## src/rtl/key_debounce.sv

```systemverilog
// key_debounce: conditions active-low pushbutton pins into clean active-high
// levels plus one-cycle press/release events, one independent channel per key.
// Each channel: two-flop synchronizer -> STABLE/PENDING debounce FSM with a
// stability counter -> registered output stage (level, press, release).
// Optional auto-repeat of press pulses while a key stays held: compile with
// KEY_DEBOUNCE_REPEAT_EN defined. Without it no repeat logic exists and
// HOLD_CYCLES / REPEAT_CYCLES have no effect.
module key_debounce #(
  parameter int N               = 3,
  parameter int DEBOUNCE_CYCLES = 250000,
  parameter int HOLD_CYCLES     = 25000000,
  parameter int REPEAT_CYCLES   = 5000000
) (
  input  logic         iCLK,
  input  logic         iRST,
  input  logic [N-1:0] iKEY,
  output logic [N-1:0] oKEY_LEVEL,
  output logic [N-1:0] oKEY_PRESS,
  output logic [N-1:0] oKEY_RELEASE
);

  // Counter is one bit wider than strictly needed; it is cleared at
  // DEBOUNCE_CYCLES-1, so it never wraps.
  localparam int            CW     = $clog2(DEBOUNCE_CYCLES) + 1;
  localparam logic [CW-1:0] C_LAST = CW'(DEBOUNCE_CYCLES - 1);

`ifdef KEY_DEBOUNCE_REPEAT_EN
  // Repeat counter runs up to HOLD, then cycles HOLD..HOLD+REPEAT-1 so that a
  // pulse fires each time it sits at HOLD.
  localparam int            RW     = $clog2(HOLD_CYCLES + REPEAT_CYCLES + 1);
  localparam logic [RW-1:0] R_HOLD = RW'(HOLD_CYCLES);
  localparam logic [RW-1:0] R_WRAP = RW'(HOLD_CYCLES + REPEAT_CYCLES - 1);
`endif

  // Elaboration-time guard on parameter ranges.
  if (DEBOUNCE_CYCLES < 2 || DEBOUNCE_CYCLES > 16777215 ||
      HOLD_CYCLES < 1 || REPEAT_CYCLES < 1) begin : g_bad_params
    $error("key_debounce: parameter out of range");
  end

  typedef enum logic {STABLE, PENDING} state_t;

  for (genvar gi = 0; gi < N; gi++) begin : g_ch
    logic [1:0]    sync;        // sync[1] is the synchronized, active-high key
    logic          pressed;
    state_t        state, state_next;
    logic [CW-1:0] cnt, cnt_next;
    logic          level, level_next;   // internal debounced level
    logic          level_out;           // registered copy driven to the pin
    logic          press_pulse;
    logic          rel_pulse;
    logic          rep;

    assign pressed = sync[1];

    // Two-flop synchronizer; key pins are active-low, so invert on entry.
    always_ff @(posedge iCLK or posedge iRST) begin
      if (iRST) sync <= 2'b00;
      else      sync <= {sync[0], ~iKEY[gi]};
    end

    // Debounce FSM state, stability counter and accepted level.
    always_ff @(posedge iCLK or posedge iRST) begin
      if (iRST) begin
        state <= STABLE;
        cnt   <= '0;
        level <= 1'b0;
      end else begin
        state <= state_next;
        cnt   <= cnt_next;
        level <= level_next;
      end
    end

    // Next-state: any cycle agreeing with the level is a glitch and restarts
    // the count; DEBOUNCE_CYCLES consecutive disagreeing cycles flip the level.
    always_comb begin
      state_next = state;
      cnt_next   = cnt;
      level_next = level;
      case (state)
        STABLE: begin
          cnt_next = '0;
          if (pressed != level) begin
            state_next = PENDING;
            cnt_next   = cnt + 1'b1;
          end
        end
        PENDING: begin
          if (pressed == level) begin
            state_next = STABLE;
            cnt_next   = '0;
          end else if (cnt == C_LAST) begin
            state_next = STABLE;
            cnt_next   = '0;
            level_next = ~level;
          end else begin
            cnt_next = cnt + 1'b1;
          end
        end
        default: begin
          state_next = STABLE;
          cnt_next   = '0;
        end
      endcase
    end

`ifdef KEY_DEBOUNCE_REPEAT_EN
    logic [RW-1:0] rcnt;

    assign rep = level && (rcnt == R_HOLD);

    // Hold/repeat timer: runs only while the key is accepted as pressed.
    always_ff @(posedge iCLK or posedge iRST) begin
      if (iRST)                rcnt <= '0;
      else if (!level)         rcnt <= '0;
      else if (rcnt == R_WRAP) rcnt <= R_HOLD;
      else                     rcnt <= rcnt + 1'b1;
    end
`else
    assign rep = 1'b0;
`endif

    // Output stage: level and edge pulses change together one cycle after
    // acceptance; press and release are mutually exclusive by construction.
    always_ff @(posedge iCLK or posedge iRST) begin
      if (iRST) begin
        level_out   <= 1'b0;
        press_pulse <= 1'b0;
        rel_pulse   <= 1'b0;
      end else begin
        level_out   <= level;
        press_pulse <= (level & ~level_out) | rep;
        rel_pulse   <= ~level & level_out;
      end
    end

    assign oKEY_LEVEL[gi]   = level_out;
    assign oKEY_PRESS[gi]   = press_pulse;
    assign oKEY_RELEASE[gi] = rel_pulse;
  end

endmodule

```

## config.mk

```make
export PLATFORM = sky130hd
export DESIGN_NAME = key_debounce
export DESIGN_NICKNAME = d
export VERILOG_FILES = /design/src/rtl/key_debounce.sv
export SDC_FILE = /design/constraint.sdc
export NUM_CORES = 1
export LEC_CHECK = 0
export BUFFER_PORTS_ARGS = -buffer_cell sky130_fd_sc_hd__buf_2
export CELL_PAD_IN_SITES_DETAIL_PLACEMENT = 1
export CELL_PAD_IN_SITES_GLOBAL_PLACEMENT = 1
export CORE_UTILIZATION = 44
export CTS_CLUSTER_SIZE = 24
export DETAILED_ROUTE_END_ITERATION = 10
export GPL_ROUTABILITY_DRIVEN = 0
export PLACE_DENSITY_LB_ADDON = 0.1
export SYNTH_ARGS = -nofsm -noshare
export SYNTH_HDL_FRONTEND = slang
export SYNTH_SLANG_ARGS = --single-unit
```

## constraint.sdc

```tcl
create_clock -name iCLK -period 2.3 [get_ports iCLK]
set_input_delay 0.46 -clock iCLK [delete_from_list [all_inputs] [get_ports iCLK]]
set_output_delay 0.46 -clock iCLK [all_outputs]
set_load 0.05 [all_outputs]
```

==> impl_metrics.env <==
export IMPL_worstSkewPairLatency_ns=0.35
export IMPL_netlist_area_mm2=0.00367
export IMPL_p_switching_uw=582
export IMPL_first_global_vias=2676
export IMPL_slowest_stage="or4b_4"
export IMPL_routed_wl_um=7220
export IMPL_nNetsFinal=375
export IMPL_fin_crit_sh=0.863
export IMPL_p_sw_frac=0.230
export IMPL_slew_headroom=0.594
export IMPL_synth_edf_count=0
export IMPL_async_flop_share=1.00
export IMPL_cts_sinks=78
export IMPL_synth_commonest_cells="dfrtp_1, nor2_1, xnor2_1"
export IMPL_fin_skew_ns=0.00688
export IMPL_ioPinCount=14
export IMPL_end_kind="flip-flop"
export IMPL_firstDrtPassIters=4
export IMPL_cts_tree="done"
export IMPL_synth_nets=356
export IMPL_seq_area_frac_synth=0.532
export IMPL_post_cts_buffers=0
export IMPL_critPathKind="reg -> reg"
export IMPL_cts_resized=0
export IMPL_utilization=0.512
export IMPL_crit_path_cell_trace="ha_1 > nand4_2 > or4b_4 > nor2_1 > mux2_1"
export IMPL_fin_ws_ns=0.315
export IMPL_comb_power_share=0.037
export IMPL_worstPathRequired_ns=2.53
export IMPL_clockPowerShare=0.405
export IMPL_hold_buffers=0
export IMPL_cts_buffers=9
export IMPL_clockBufferDepth=2
export IMPL_crit_buf_inv=0
export IMPL_ir_drop_uv=444
export IMPL_synth_largest_area_cell="dfrtp_1"
export IMPL_pre_cts_ws_ns=0.332
export IMPL_cp_start_kind="flip-flop"
export IMPL_drive_above_1_share=0.175
export IMPL_grtUsageMet1=0.245
export IMPL_period_needed_ns=1.99
export IMPL_cpPeakStageDelay_ns=0.51
export IMPL_grt_antenna_before_repair=0
export IMPL_synth_most_common_cell="dfrtp_1"
export IMPL_synth_cells=348
export IMPL_grt_usage=0.191
export IMPL_synth_avg_cell_area_um2=10.5
export IMPL_place_hpwl_um=5060
export IMPL_drt_drc_violations_left=0
export IMPL_vias_per_cell=5.41
export IMPL_met2_usage=0.312
export IMPL_ys_types=39
export IMPL_dieHeight_um=93.3
export IMPL_grt_max_degree=31
export IMPL_htree_levels=3
export IMPL_overflow=0
export IMPL_wire_per_inst_um=15.3
export IMPL_busiest_layer="met2"
export IMPL_seqPwrFrac=0.558
export IMPL_grt_pass1_wl_um=12900
export IMPL_hp_class="in -> async"
export IMPL_rows=32
export IMPL_leakage_uw=0.00171
export IMPL_p_int_uw=1950
export IMPL_area_growth_pct=9.96
export IMPL_cp_top_family="simple AND/OR/NAND/NOR gates"
export IMPL_final_max_slew_violation_count=0
export IMPL_portBuffers=13
export IMPL_rsz0062_at_grt="false"
export IMPL_yosys_warnings=0
export IMPL_path_clk_slew_ns=0.08
export IMPL_finalSetupTns_ns=0
export IMPL_synth_area_leaders="dfrtp_1, xnor2_1, nor2_1, xor2_1, nand4_1"
export IMPL_p_per_area_mw_per_mm2=627
export IMPL_n_antenna_cell=0
export IMPL_synth_seq_cells=78
export IMPL_fp_dieW_um=93.3
export IMPL_dr_total_vias=2559
export IMPL_ant_nets=0
export IMPL_synthFlopType="dfrtp_1"
export IMPL_start_util=0.465
export IMPL_setup_viol=0
export IMPL_max_cap_violations=0
export IMPL_tightest_slew_ns=0.604
export IMPL_rr_startpoint="g_ch[0].cnt[0]"
export IMPL_dieArea_mm2=0.00871
export IMPL_synth_top_cell_area_share=0.532
export IMPL_fmax_mhz=504
export IMPL_worstPathArrival_ns=2.22
export IMPL_root_buffer="clkbuf_8"
export IMPL_path_max_fanout=5
export IMPL_cp_startpoint="g_ch[0].cnt[0]"
export IMPL_status="completed"
export IMPL_grt_util_met3=0.0463
export IMPL_core_area_mm2=0.00789
export IMPL_fill_cells=876
export IMPL_drtIter0Drc=69
export IMPL_power_uw=2530
export IMPL_hold_viol=0
per-layer routing:
layer | wire length, µm | vias up | part of all wire
li1 | - | 1235 | -
met1 | 3390 | 1289 | 0.47
met2 | 3560 | 28 | 0.49
met3 | 179 | 7 | 0.025
met4 | 93 | 0 | 0.013
met5 | 0 | - | 0
cells by family (layout without fill, tap and decap cells):
| logic type | Yosys count | after routing | synth area share |
|---|---|---|---|
| buf+inv | 33 | 56 | 0.0488 |
| simple gates | 168 | 168 | 0.254 |
| mux | 5 | 5 | 0.0147 |
| compound gates | 13 | 13 | 0.0259 |
| xor+xnor | 48 | 48 | 0.115 |
| flops | 78 | 78 | 0.532 |
| fa+ha+maj | 3 | 3 | 0.0102 |
worst paths after layout:
check	endpoint	slack [ns]	cells past startpoint
hold / removal	g_ch[0].cnt[18]	0.13	2
setup / recovery	g_ch[0].level	0.31	5
min in group iCLK	g_ch[2].sync[0]	0.25	2
hold reg to reg	g_ch[2].sync[1]	0.35	0
max in group asynchronous	g_ch[2].cnt[3]	1.44	3
setup reg to reg	g_ch[0].level	0.31	5
power by group through the flow:
| stage | clock network, µW | logic [µW] | registers, µW |
|---|---|---|---|
| detailed placement | 0 | 97.0 | 1440 |
| finish | 1030 | 92.6 | 1410 |
| floorplan | 0 | 67.1 | 1430 |
| global placement | 0 | 94.9 | 1440 |
| global route | 1120 | 109 | 1410 |
| CTS | 1070 | 98.0 | 1410 |
final cells by class:
type	instances	area (µm²)	area share
tap	102	128	0.0316
multi-input combinational	237	1540	0.383
timing repair buffer	24	148	0.0366
inverter	17	67.6	0.0167
sequential	78	1950	0.484
clock inverter	5	58.8	0.0146
clock buffer	10	138	0.0341
worst register-to-register path: cells and delay by family (launching register included):
family	cells	cell delay (ns)
simple gates	3	0.81
flops	1	0.44
mux	1	0.34
fa+ha+maj	1	0.28
cells in the final DEF, fill, tap and decap left out, types with 5 or more instances in the layout:
cell type,instances
xor2_1,18
clkbuf_8,10
inv_1,15
nand3_1,19
xnor2_1,30
buf_2,13
nor2_1,49
nor3_1,10
nor4_1,16
nand4_1,20
nor2b_1,6
buf_4,11
and4_1,5
dfrtp_1,78
nor2_2,9
nand2_1,12
sequential cells by signal (all words and copies together) (netlist names):
| name | count |
|---|---|
| g_ch.cnt | 57 |
| g_ch.level | 3 |
| g_ch.level_out | 3 |
| g_ch.press_pulse | 3 |
| g_ch.rel_pulse | 3 |
| g_ch.state | 3 |
| g_ch.sync | 6 |
through the flow:
stage	area (µm²)	hold slack, ns	std cells
global placement	3840	0.333	458
CTS	4040	0.136	473
detailed placement	3840	0.336	458
finish	4040	0.135	473
global route	4040	0.156	473
floorplan	3670	0.331	348
No activity file was read; power rests on OpenSTA's default activity.
